[config.mk]
export PLATFORM = sky130hd
export DESIGN_NAME = pipeline_hazard_ctrl
export DESIGN_NICKNAME = d
export VERILOG_FILES = /design/src/rtl/hazard_pkg.sv /design/src/rtl/hazard_down_counter.sv /design/src/rtl/pipeline_hazard_ctrl.sv
export SDC_FILE = /design/constraint.sdc
export NUM_CORES = 1
export LEC_CHECK = 0
export BUFFER_PORTS_ARGS = -buffer_cell sky130_fd_sc_hd__buf_2
export CAP_MARGIN = 40
export CORE_AREA = 3 3 40 42
export DETAILED_ROUTE_END_ITERATION = 16
export DIE_AREA = 0 0 43 45
export GPL_ROUTABILITY_DRIVEN = 0
export MAX_ROUTING_LAYER = met4
export PLACE_DENSITY = 0.69
export RECOVER_POWER = 50
export SLEW_MARGIN = 20
export SYNTH_ARGS = -nofsm -noshare
export SYNTH_HDL_FRONTEND = slang
export SYNTH_HIERARCHICAL = 1
export SYNTH_SLANG_ARGS = --single-unit
export TNS_END_PERCENT = 30
[constraint.sdc]
create_clock -name clk -period 4.42 [get_ports clk]
set_clock_uncertainty 0.2 [all_clocks]
set_input_delay 0.442 -clock clk [delete_from_list [all_inputs] [get_ports clk]]
set_output_delay 0.442 -clock clk [all_outputs]
set_load 0.02 [all_outputs]
[src/rtl/hazard_pkg.sv]
// hazard_pkg: shared types and constants for the pipeline hazard controller
package hazard_pkg;
  typedef enum logic [1:0] {INIT, RUN, MDU_BUSY} state_t;
  localparam int REG_IDX_W = 5;
  localparam logic [REG_IDX_W-1:0] ZERO_REG = 5'd0;
  localparam int CNT4_W = 4;
endpackage

[src/rtl/hazard_down_counter.sv]
// hazard_down_counter: loadable down-counter with zero flag, shared by INIT and MDU_BUSY
// Ports: clk, rst_n (async, active-low); load/load_val reload; dec counts down, stops at 0; zero flags cnt==0
module hazard_down_counter import hazard_pkg::*; #(
  parameter logic [CNT4_W-1:0] RST_VAL = '0
) (
  input  logic              clk,
  input  logic              rst_n,
  input  logic              load,
  input  logic [CNT4_W-1:0] load_val,
  input  logic              dec,
  output logic              zero
);
  logic [CNT4_W-1:0] cnt;
  always_ff @(posedge clk or negedge rst_n)
    if (!rst_n) cnt <= RST_VAL;
    else if (load) cnt <= load_val;
    else if (dec && !zero) cnt <= cnt - 1'b1;
  assign zero = cnt == '0;
endmodule

[src/rtl/pipeline_hazard_ctrl.sv]
// pipeline_hazard_ctrl: ID/EX and front-end sequencing for load-use, taken-branch and MDU hazards
// Inputs: clk, rst_n (async, active-low), ID source regs if_id_rs/if_id_rt/if_id_uses_rt,
//   EX load info id_ex_mem_read/id_ex_rt, branch_taken, mdu_start.
// Outputs: pc_write, if_id_write, if_id_flush, id_ex_write, id_ex_bubble, mdu_busy;
//   stall_cnt/flush_cnt exist only when HAZ_PERF_CNT_EN is defined.
module pipeline_hazard_ctrl import hazard_pkg::*; #(
  parameter int MDU_LAT  = 4,
  parameter int INIT_CYC = 3,
  parameter int CNT_W    = 16
) (
  input  logic                 clk,
  input  logic                 rst_n,
  input  logic [REG_IDX_W-1:0] if_id_rs,
  input  logic [REG_IDX_W-1:0] if_id_rt,
  input  logic                 if_id_uses_rt,
  input  logic                 id_ex_mem_read,
  input  logic [REG_IDX_W-1:0] id_ex_rt,
  input  logic                 branch_taken,
  input  logic                 mdu_start,
  output logic                 pc_write,
  output logic                 if_id_write,
  output logic                 if_id_flush,
  output logic                 id_ex_write,
  output logic                 id_ex_bubble,
  output logic                 mdu_busy
`ifdef HAZ_PERF_CNT_EN
  ,
  output logic [CNT_W-1:0]     stall_cnt,
  output logic [CNT_W-1:0]     flush_cnt
`endif
);
  if (MDU_LAT < 2 || MDU_LAT > 15 || INIT_CYC < 1 || INIT_CYC > 15 || CNT_W < 1)
    $error("pipeline_hazard_ctrl: parameter out of range");
  state_t state, state_nx;
  logic cnt_load, cnt_zero, load_use;
  assign load_use = id_ex_mem_read && id_ex_rt != ZERO_REG &&
                    (id_ex_rt == if_id_rs || (if_id_uses_rt && id_ex_rt == if_id_rt));
  // the MDU start cycle is the first frozen cycle, so MDU_BUSY covers the remaining MDU_LAT-1
  hazard_down_counter #(.RST_VAL(CNT4_W'(INIT_CYC - 1))) u_cnt (
    .clk      (clk),
    .rst_n    (rst_n),
    .load     (cnt_load),
    .load_val (CNT4_W'(MDU_LAT - 2)),
    .dec      (state != RUN),
    .zero     (cnt_zero)
  );
  always_ff @(posedge clk or negedge rst_n)
    if (!rst_n) state <= INIT;
    else state <= state_nx;
  always_comb begin
    state_nx = state;
    cnt_load = 1'b0;
    pc_write = 1'b1;
    if_id_write = 1'b1;
    if_id_flush = 1'b0;
    id_ex_write = 1'b1;
    id_ex_bubble = 1'b0;
    mdu_busy = 1'b0;
    case (state)
      INIT: begin
        pc_write = 1'b0;
        if_id_write = 1'b0;
        if_id_flush = 1'b1;
        id_ex_bubble = 1'b1;
        state_nx = cnt_zero ? RUN : INIT;
      end
      MDU_BUSY: begin
        pc_write = 1'b0;
        if_id_write = 1'b0;
        id_ex_write = 1'b0;
        mdu_busy = 1'b1;
        state_nx = cnt_zero ? RUN : MDU_BUSY;
      end
      default: begin
        if (branch_taken) begin
          if_id_flush = 1'b1;
          id_ex_bubble = 1'b1;
          state_nx = RUN;
        end else if (mdu_start) begin
          pc_write = 1'b0;
          if_id_write = 1'b0;
          id_ex_write = 1'b0;
          mdu_busy = 1'b1;
          cnt_load = 1'b1;
          state_nx = MDU_BUSY;
        end else if (load_use) begin
          pc_write = 1'b0;
          if_id_write = 1'b0;
          id_ex_bubble = 1'b1;
          state_nx = RUN;
        end else state_nx = RUN;
      end
    endcase
  end
  // EX holds the MDU op while busy, so a taken branch there is a pipeline bug
  assert property (@(posedge clk) disable iff (!rst_n) state == MDU_BUSY |-> !branch_taken);
`ifdef HAZ_PERF_CNT_EN
  always_ff @(posedge clk or negedge rst_n)
    if (!rst_n) begin
      stall_cnt <= '0;
      flush_cnt <= '0;
    end else begin
      if (state != INIT && !pc_write && !(&stall_cnt)) stall_cnt <= stall_cnt + 1'b1;
      if (state == RUN && branch_taken && !(&flush_cnt)) flush_cnt <= flush_cnt + 1'b1;
    end
`endif
endmodule

==> metrics.log <==
[metrics] status: completed
[metrics] share of synthesized area occupied by flip-flops and latches: ~28%
[metrics] global-route wire length before repair: 2.070 mm
[metrics] total wire length: approximately 1.2 mm
[metrics] leakage power figure: ~0.37 nW
[metrics] number of buffers and inverters on the critical path: 2
[metrics] ratio of cells with drive above 1 in the final layout: around a third
[metrics] endpoint arrival time on the critical path: roughly 1.7 ns
[metrics] count of distinct cell types in the synthesized netlist: 32
[metrics] height of the die: around 45 um
[metrics] number of rows in the core area: 13
[metrics] achievable frequency: ~430 MHz
[metrics] most frequent cell on the critical path: buf_2
[metrics] Worst setup EP type: primary output
[metrics] per-instance average area after synthesis: 8.699 um^2
[metrics] worst max-slew margin expressed relative to the limit: approximately two thirds
[metrics] routed vias/inst: 4.936
[metrics] critical setup path kind: in2out
[metrics] cell count after synthesis: between 60 and 70
[metrics] delay contributed by the slowest stage of the critical path: approximately 0.52 ns
[metrics] number of clock sinks: 6
[metrics] area inside the core boundary: 1285 um^2
[metrics] number of filler instances in the final layout: around 130
[metrics] max-cap check violation count: 0
[metrics] EDFF count, synth: 0
[metrics] clock tree from TritonCTS: yes
[metrics] final critical-path required period: around 2.3 ns
[metrics] All-Layer GR Usage: 14.88%
[metrics] pin slew with the least headroom to its limit: 0.5271 ns
[metrics] total global routing overflow: 0
[metrics] Synth Cell Area: approximately 550 um^2
[metrics] max-slew violation total from the final report: 0
[metrics] total number of yosys warnings: 6
[metrics] Finished Core Util: a little under three fifths
[metrics] via count of the first global-routing pass: around 510
[metrics] die area: just under 2000 um^2
[metrics] Post-DP HPWL: 998.2 um
[metrics] root buf cell: clkbuf_4
[metrics] setup TNS after final layout: 0 ns
[metrics] Total Nets Final: 117
[metrics] clock latency at the later pin of the worst-skew pair: 0.25 ns
[metrics] post-route ant nets: 0
[metrics] CP delay by family, top: simple AND/OR/NAND/NOR gates
[metrics] sequence of cells on the critical path: buf_2 -> or4_1 -> o21ai_0 -> o311a_1 -> buf_2
[metrics] most used flip-flop cell after synthesis: dfrtp_1
[metrics] Die Span X: 43 um
[metrics] P&R area growth vs syn: 30.59%
[metrics] drc violations: 0
[metrics] antenna violations before repair: 0
[metrics] largest vdd supply drop: between 0.3 and 0.4 mV
[metrics] CTS buffer count: 3
[metrics] combined area of the multi-input logic cells: 354.1 um^2
[metrics] number of top-level pins: 27
[metrics] total count of hold-check failures in the final report: 0
[metrics] number of input and output port buffers inserted: 26
[metrics] Iteration-0 DRC Markers: 6
[metrics] CTS HTree Levels: 1
[metrics] worst-case clock buffer depth: 2
[metrics] RSZ-0062 raised after global routing: no
[metrics] proportion of synthesized flip-flops having asynchronous set or reset: 100.0%
[metrics] Initial DRT Pass Iterations: 4
[metrics] clock slew at the register clock pins of the worst setup and hold paths: 0.05 ns
[metrics] final worst path period share: between 50% and 60%
[metrics] maximum number of pins on one net before global-route repair: 13
[metrics] effective utilization at floorplan: between 40 and 50%
[metrics] mean routed wirelength per cell: ~11 um
[metrics] number of endpoints failing setup at the final stage: 0
[metrics] Post-CTS Repair Setup Buffers: 0
[metrics] type of element launching the critical path: input port
[metrics] most frequent cells in the layout: buf_2 (25), xor2_1 (9), inv_1 (7), nand2_1 (6), dfrtp_1 (5)
[metrics] WP data required: 3.78 ns
[metrics] commonest non-fill, non-tap cell in the layout: buf_2
[metrics] hold crit path type: reg2reg
[metrics] FF+latch count, synth: 6
[metrics] via total after detailed routing: about 540
[metrics] number of diodes added for antenna fixing: 0
[metrics] ratio of total power to cell area: around 550 nW/um^2
[metrics] Max stage delay cell, worst path: or4_1
[metrics] register cell area after layout: 151.4 um^2
[metrics] critical path peak fanout: 3
==> layer usage <==
metal	share of wire (%)	global-route usage [%]
met1	45	18.27
met2	48	22.16
met3	5.3	5.976
met4	1.1	5.422
met5	0	-
==> worst paths after layout <==
path | start | cells past startpoint | end | slack, ns
max | id_ex_rt[1] | 5 | if_id_write | 2.09
min | state[1] | 1 | state[1] | 0.28
max reg2reg | u_cnt/cnt[0] | 5 | u_cnt/cnt[0] | 2.60
min reg2reg | state[1] | 1 | state[1] | 0.28
max in group asynchronous | rst_n | 2 | u_cnt/cnt[1] | 3.32
min in group asynchronous | rst_n | 2 | u_cnt/cnt[3] | 0.40
==> worst register-to-register path, stage by stage (launching register included) <==
cell and delay [ns]:
dfrtp_1 0.41, inv_1 0.07, ha_1 0.20, nor3b_1 0.48, nor3_1 0.09, o31a_1 0.25
==> kinds of logic (layout without fill, tap and decap cells) <==
logic type,count (synthesis),in the layout,share of synthesized area (%)
compound gates,12,12,16.90
flops,6,6,27.63
buf+inv,9,38,8.220
other cells,2,4,1.370
simple gates,22,22,25.80
xor+xnor,10,10,15.98
fa+ha+maj,1,1,2.283
mux,1,1,1.827
==> synth_stat cells, drive strengths merged, types with 2 or more instances <==
master  n  area, um^2
inv     7       26.28
buf     2       18.77
nor3    3       15.01
nand2   6       22.52
xor2    9       78.83
conb    2       7.510
or4     2       15.01
nor3b   2       20.02
dfrtp   5       125.1
nor2    3       11.26
o21ai   3       15.01
==> area by class of cell <==
class                   instances  share of cell area [%]
flip-flops and latches          6                   21.15
repair buffers                 27                   19.41
multi-input cells              50                   49.48
inverters                       7                   3.671
clock buffers                   4                   3.671
well taps                      15                   2.622
==> sequential cells by signal (all words and copies together), names as in the netlist <==
signal and cells:
state 2, u_cnt/cnt 4
==> power breakdown <==
part / leakage [nW] / internal (mW) / switching [mW]
combinational: 0.285 / 0.0983 / 0.123
clock: 0.0150 / 0.0343 / 0.0215
sequential: 0.0718 / 0.0846 / 0.0292
total: 0.372 / 0.217 / 0.174
==> repair_timing <==
action / in CTS / in global routing
endpoints found under the hold margin: 5 / 0
hold buffers: 1 / 0
endpoints found under the setup margin: 0 / 0
resized for setup: 0 / 0
==> per-stage QoR <==
stage	power, mW	instance area [um^2]	hold WS [ns]	instances	worst slack (ns)
after global routing	0.4272	715.7	0.2878	109	2.020
after CTS	0.3997	721.9	0.2802	109	2.084
after detailed placement	0.3374	685.7	0.07505	104	2.089
after floorplan	0.2844	555.5	-0.05359	65	2.152
after global placement	0.3327	685.7	0.07451	104	2.106
final	0.3907	715.7	0.2815	109	2.086
(Power assumes the default switching activity.)
